`config.mk`:
```
export PLATFORM = sky130hd
export DESIGN_NAME = branch_resolve_predict
export DESIGN_NICKNAME = d
export VERILOG_FILES = /design/src/rtl/branch_resolve_predict.sv
export SDC_FILE = /design/constraint.sdc
export NUM_CORES = 1
export LEC_CHECK = 0
export CAP_MARGIN = 25
export CORE_ASPECT_RATIO = 1.1
export CORE_UTILIZATION = 53
export CTS_CLUSTER_SIZE = 30
export DETAILED_ROUTE_END_ITERATION = 12
export GPL_ROUTABILITY_DRIVEN = 0
export PLACE_DENSITY = 0.85
export SLEW_MARGIN = 20
export SYNTH_ARGS = -nofsm -noshare
export SYNTH_HDL_FRONTEND = slang
export SYNTH_SLANG_ARGS = --single-unit
```
`constraint.sdc`:
```
create_clock -name clk -period 4.35 [get_ports clk]
set_clock_uncertainty 0.15 [all_clocks]
set_input_delay 0.87 -clock clk [delete_from_list [all_inputs] [get_ports clk]]
set_output_delay 0.87 -clock clk [all_outputs]
set_load 0.1 [all_outputs]
```
`src/rtl/branch_resolve_predict.sv`:
```
// Branch resolution and 2-bit saturating-counter BHT for the MIPS150 pipeline.
// Optional branch statistics counters enabled by defining BRANCH_STATS_EN.
module branch_resolve_predict #(
  parameter int unsigned WIDTH       = 32,
  parameter int unsigned BHT_ENTRIES = 64,
  parameter int unsigned INDEX_LSB   = 2,
  parameter logic [1:0]  CTR_INIT    = 2'b01
) (
  input  logic             clk,
  input  logic             rst,
  input  logic [WIDTH-1:0] f_pc,
  output logic             f_predict_taken,
  input  logic             x_valid,
  input  logic             x_stall,
  input  logic [WIDTH-1:0] x_pc,
  input  logic [5:0]       x_opcode,
  input  logic [4:0]       x_rt,
  input  logic [WIDTH-1:0] x_srca,
  input  logic [WIDTH-1:0] x_srcb,
  input  logic             x_predicted,
  output logic             m_valid,
  output logic             m_taken,
  output logic             m_mispredict
`ifdef BRANCH_STATS_EN
  ,
  output logic [31:0]      stat_branches,
  output logic [31:0]      stat_mispredicts
`endif
);

  localparam int unsigned IDX_W = $clog2(BHT_ENTRIES);

  logic [1:0]       bht [BHT_ENTRIES];
  logic [IDX_W-1:0] f_idx;
  logic [IDX_W-1:0] x_idx;
  logic             is_br;
  logic             cond;
  logic             a_neg;
  logic             a_zero;
  logic             upd;
  logic [1:0]       ctr_cur;
  logic [1:0]       ctr_next;
  logic             unused_pc_bits;

  assign f_idx          = f_pc[INDEX_LSB +: IDX_W];
  assign x_idx          = x_pc[INDEX_LSB +: IDX_W];
  assign unused_pc_bits = ^{f_pc, x_pc};

  // Read of the registered table only: a same-cycle update is not forwarded.
  assign f_predict_taken = bht[f_idx][1];

  // Signed compares against zero reduce to sign and zero tests.
  assign a_neg  = x_srca[WIDTH-1];
  assign a_zero = (x_srca == '0);

  always_comb begin
    is_br = 1'b0;
    cond  = 1'b0;
    case (x_opcode)
      6'b000100: begin is_br = 1'b1; cond = (x_srca == x_srcb); end
      6'b000101: begin is_br = 1'b1; cond = (x_srca != x_srcb); end
      6'b000110: begin is_br = 1'b1; cond = a_neg | a_zero; end
      6'b000111: begin is_br = 1'b1; cond = ~a_neg & ~a_zero; end
      6'b000001: begin
        case (x_rt)
          5'b00000, 5'b10000: begin is_br = 1'b1; cond = a_neg; end
          5'b00001, 5'b10001: begin is_br = 1'b1; cond = ~a_neg; end
          default: begin is_br = 1'b0; cond = 1'b0; end
        endcase
      end
      default: begin is_br = 1'b0; cond = 1'b0; end
    endcase
  end

  assign upd = x_valid & is_br & ~x_stall;

  always_comb begin
    ctr_cur  = bht[x_idx];
    ctr_next = ctr_cur;
    if (cond) begin
      if (ctr_cur != 2'b11) ctr_next = ctr_cur + 2'd1;
    end else begin
      if (ctr_cur != 2'b00) ctr_next = ctr_cur - 2'd1;
    end
  end

  always_ff @(posedge clk) begin
    if (rst) begin
      bht          <= '{default: CTR_INIT};
      m_valid      <= 1'b0;
      m_taken      <= 1'b0;
      m_mispredict <= 1'b0;
    end else if (!x_stall) begin
      m_valid      <= x_valid & is_br;
      m_taken      <= cond & x_valid & is_br;
      m_mispredict <= x_valid & is_br & (cond != x_predicted);
      if (upd) bht[x_idx] <= ctr_next;
    end
  end

`ifdef BRANCH_STATS_EN
  always_ff @(posedge clk) begin
    if (rst) begin
      stat_branches    <= '0;
      stat_mispredicts <= '0;
    end else if (upd) begin
      stat_branches <= stat_branches + 32'd1;
      if (cond != x_predicted) stat_mispredicts <= stat_mispredicts + 32'd1;
    end
  end
`endif

endmodule

```
* Yosys cells after proc, flatten, opt, wreduce, memory -nomap -nowiden
Index checks and enable logic that the tools add are counted.
** Operators by class
- Mux-type cells :: 16
- Add/subtract/negate cells :: 2
- $lt $le $gt $ge :: 3
- Bitwise operators :: 12
- Equality and inequality tests :: 12
- Reduce and logical (&&, ||, !) cells :: 9
** Operator list (number)
- 128-bit bitwise mux :: 1
- 32-bit equality test :: 1
- 32-bit logical NOT :: 1
- 32-bit != test :: 1
- 2-bit binary-select mux with 6-bit select :: 2
- 6-bit by 3-bit equality test with 1-bit output, second input constant :: 4
- 2-bit two-way mux :: 8
- 7-bit greater-or-equal comparator, second input constant :: 2
- 6-bit inverter with 7-bit output :: 2
- 2-bit demux with 6-bit select :: 1
- 5-bit equality test, second input constant :: 2
- 4-bit OR reduction :: 2
- 7-bit by 1-bit less-than comparator with 1-bit output, second input constant :: 1
- 1-bit bitwise AND :: 6
- 6-bit by 1-bit equality test with 1-bit output, second input constant :: 1
- 5-bit by 1-bit equality test with 1-bit output, second input constant :: 1
- 5-bit logical NOT :: 1
- 1-bit one-hot mux with 5 select lines :: 1
- 1-bit one-hot mux with 2 select lines :: 2
- 2-bit OR reduction :: 2
- 1-bit inverter :: 3
- 2-bit by 1-bit adder with 2-bit output, second input constant :: 1
- 2-bit != test, second input constant :: 1
- 2-bit AND reduction :: 1
- other kinds (6) :: 6
** Storage, ports and cells
- Output and inout bits :: 4
- Logic and storage cells :: 121
- Flip-flop bits (word level) :: 131
- Input bits :: 144

* Logic depth before layout (Yosys ltp)
- Depth after elaboration :: 8
- Mapped depth :: 12
- Gate-level depth less buffers :: 8

* Worst setup path after synthesis
No wires, ideal clock.
- Path type :: input to output
- From :: in f_pc[2]
- To :: out f_predict_taken
- Buffers on the path :: 2
- Stages on the path :: 5
- Path slack :: 209 ps
- Required time :: 3330 ps
- Data arrival time :: 3121 ps
- Path through :: buf_2 -> buf_2 -> mux4_2 -> mux4_2 -> mux4_2
** On the way
- Cells in the longest elaborated chain, start to end :: 4
** RTL lines
- start: declaration :: RTL line 11 : input logic [WIDTH-1:0] f_pc,
- 6-bit inverter with 7-bit output (implied by the code) :: RTL line 50 : assign f_predict_taken = bht[f_idx][1];
- 2-bit binary-select mux with 6-bit select :: RTL line 50
- 2-bit two-way mux (implied by the code) (2 in a row) :: RTL line 50
- end: declaration :: RTL line 12 : output logic f_predict_taken,
Every way passes these cells. The select of a mux whose other input is x is not followed.

* Final worst setup path
- From :: in f_pc[3]
- To :: out f_predict_taken
The elaborated chain is that of the path after synthesis.

==> impl_metrics.env <==
export IMPL_fin_crit_sh_pct=94.9
export IMPL_fin_ws_ps=220
export IMPL_syn_area_per_cell_um2=9.87
export IMPL_peakVddDrop_v=0.000270
export IMPL_drc=0
export IMPL_clk_latency_ps=420
export IMPL_path_max_fanout=16
export IMPL_netlist_instances=792
export IMPL_cp_slowest_stage_delay_ps=540
export IMPL_cp_arrival_ps=3110
export IMPL_netSwitchingPower_uw=819
export IMPL_crit_slowest_cell="mux4_2"
export IMPL_maxCapViolations=0
export IMPL_wl_mm=22.7
export IMPL_dp_worst_setup_slack_ps=4.14
export IMPL_postPlaceCellArea_um2=8800
export IMPL_power_leakage_uw=0.00298
export IMPL_cts_tree="yes"
export IMPL_grt_overflow=0
export IMPL_p_clk_share_pct=49.9
export IMPL_fin_crit_ps=4130
export IMPL_via_count=7202
export IMPL_slew_headroom_pct=34.3
export IMPL_rsz0062_at_grt="false"
export IMPL_port_buffers=94
export IMPL_r2r_slack_ps=1190
export IMPL_startpoint="f_pc[3]"
export IMPL_clock_path_buffers=2
export IMPL_grt_max_degree=79
export IMPL_setup_viol=0
export IMPL_synth_edf_count=0
export IMPL_status="finished clean"
export IMPL_r2r_cells=8
export IMPL_final_common_cell="dfxtp_1"
export IMPL_drive_gt1_share_pct=23.8
export IMPL_powerDensity_nw_per_um2=344
export IMPL_ios=148
export IMPL_die_h_um=129
export IMPL_via_per_inst=6.85
export IMPL_cp_common_cell="mux4_2"
export IMPL_post_cts_setup_buffers=0
export IMPL_grt_use_total_pct=30.3
export IMPL_drtIter0Drc=888
export IMPL_rows=46
export IMPL_rr_endpoint="bht[97]$_SDFFE_PP0P_"
export IMPL_wl_per_cell_um=21.6
export IMPL_netlist_area_um2=7810
export IMPL_grt_pass1_wl_mm=36.2
export IMPL_r2r_start="bht[88]$_SDFFE_PP1P_"
export IMPL_crit_type="in2out"
export IMPL_layout_common_cells="131 x dfxtp_1, 123 x a21oi_1, 90 x clkdlybuf4s50_1, 74 x nand2_1, 60 x o31ai_2"
export IMPL_ant_nets=0
export IMPL_cts_htree_levels=4
export IMPL_p_int_uw=2450
export IMPL_cts_hold_buf=0
export IMPL_fin_hold_ws_ps=323
export IMPL_synth_distinct_cells=65
export IMPL_synth_seq_cells=131
export IMPL_fillers=1055
export IMPL_core_um2=14400
export IMPL_end_kind="primary output"
export IMPL_worstPathCellList="clkdlybuf4s50_1 > buf_12 > mux4_2 > mux4_2 > mux4_2 > buf_12"
export IMPL_sw_frac_of_total_pct=25.0
export IMPL_seq_area_frac_synth_pct=33.6
export IMPL_hold_class="reg2reg"
export IMPL_ys_flop_type="dfxtp_1"
export IMPL_critPathRequiredTime_ps=3330
export IMPL_root_buffer="clkbuf_16"
export IMPL_report_final_slew_viol_count=0
export IMPL_startpoint_type="input port"
export IMPL_die_w_um=118
export IMPL_nets=991
export IMPL_diodes=0
export IMPL_finalHoldViolCount=0
export IMPL_worstMarginPinSlew_ps=982
export IMPL_cts_buffers=17
export IMPL_syn_nets=936
export IMPL_cts_clk_slew_worst_paths_ps=60
export IMPL_dpl_hpwl_mm=14.3
export IMPL_setup_worst_path_end="f_predict_taken"
export IMPL_power_frac_seq_pct=36.7
export IMPL_grt_pass1_vias=6941
export IMPL_cts_sinks=131
export IMPL_combPwrFrac_pct=13.4
export IMPL_initial_core_util_pct=54.3
export IMPL_drt_first_pass_iters=6
export IMPL_max_freq_mhz=242
export IMPL_antenna_found_initial=0
export IMPL_syn2layout_area_growth_pct=21.5
export IMPL_dieArea_um2=15200
export IMPL_design_area_um2=9500
export IMPL_ys_async_sr_fraction_pct=0
export IMPL_yosys_warnings=0
-- cells in the mapped netlist, drive strengths merged, types with 2 or more instances --
cell type  number  share of area (%)
dfxtp         131                 34
a21oi         124                8.0
nand2          75                3.6
o31ai          72                 11
a311oi         58                7.5
clkbuf         56                2.7
buf            36                4.5
xor2           34                3.8
mux4           30                8.6
a221oi         20                2.5
mux2           18                2.6
nor2           17                1.1
nor4           17                1.4
a22oi          10               0.96
and2            9               0.77
nand3           9               0.58
o21ai           8               0.51
and3            7               0.56
a31oi           6               0.67
inv             6               0.29
mux2i           6               0.77
nand4           4               0.32
nor2b           4               0.32
nor3            4               0.32
o221ai          4               0.45
and3b           3               0.34
nand2b          3               0.24
and2b           2               0.19
and4            2               0.26
o211ai          2               0.19
o22ai           2               0.16
-- sequential cells by signal (all words and copies together), names as in the netlist --
register,flops
m_valid,1
bht,128
m_mispredict,1
m_taken,1
-- area by class of cell --
cell class / count / area [um2] / area share (%)
multi-input combinational: 562 / 4630 / 48.8
sequential: 131 / 2620 / 27.6
timing repair buffer: 128 / 1310 / 13.8
clock buffer: 18 / 439 / 4.62
tap: 192 / 240 / 2.53
clock inverter: 14 / 233 / 2.45
inverter: 7 / 26.3 / 0.277
-- power groups by stage --
stage / clock (uW) / combinational, uW / sequential (uW)
2_1_floorplan: 0 / 282 / 1230
4_1_cts: 1630 / 430 / 1200
6_report: 1630 / 439 / 1200
5_1_grt: 1690 / 459 / 1200
3_5_place_dp: 0 / 427 / 1230
3_3_place_gp: 0 / 427 / 1230
-- worst max-delay path: cells and delay by family --
kind / cells / cell delay [ps]
buffers and inverters: 3 / 860
muxes: 3 / 1350
-- metrics by stage --
step	power [uW]	util (%)	cells	setup TNS (ps)
floorplan	1510	-	792	0
global placement	1650	61.1	1019	-0.785
detailed placement	1650	61.1	1019	0
CTS	3260	65.8	1051	0
global route	3340	66.0	1052	0
finish	3270	66.0	1052	0
-- logic make-up (layout without fill, tap and decap cells) --
group	count (synthesis)	count (layout)	synth area share, %
AO/OA/AOI/OAI	314	314	32.6
flip-flops	131	131	33.6
buffers and inverters	99	167	7.49
XOR/XNOR	34	34	3.81
AND/OR/NAND/NOR	160	160	10.5
multiplexers	54	54	12.1
-- metal layers --
metal | track usage, % | routed length [um] | up-vias
met3 | 6.03 | 2120 | 94
li1 | - | - | 3206
met4 | 17.2 | 1040 | 0
met5 | 0 | 0 | -
met2 | 52.3 | 11300 | 509
met1 | 35.5 | 8260 | 3393
-- repair_timing --
action / 4_1_cts / 5_1_grt
endpoints found under the hold margin: 0 / 0
endpoints found under the setup margin: 0 / 1
gates resized for setup: 0 / 1
-- how the worst min path moves through the flow --
stage	startpoint	end	slack, ps	cells after the start
floorplan	bht[124]$_SDFFE_PP1P_	bht[124]$_SDFFE_PP1P_	280	2
global placement	bht[126]$_SDFFE_PP1P_	bht[126]$_SDFFE_PP1P_	300	2
detailed placement	bht[42]$_SDFFE_PP1P_	bht[42]$_SDFFE_PP1P_	310	2
CTS	bht[42]$_SDFFE_PP1P_	bht[42]$_SDFFE_PP1P_	320	2
global route	bht[116]$_SDFFE_PP1P_	bht[116]$_SDFFE_PP1P_	340	2
finish	bht[24]$_SDFFE_PP1P_	bht[24]$_SDFFE_PP1P_	320	2
(Power assumes the default switching activity.)
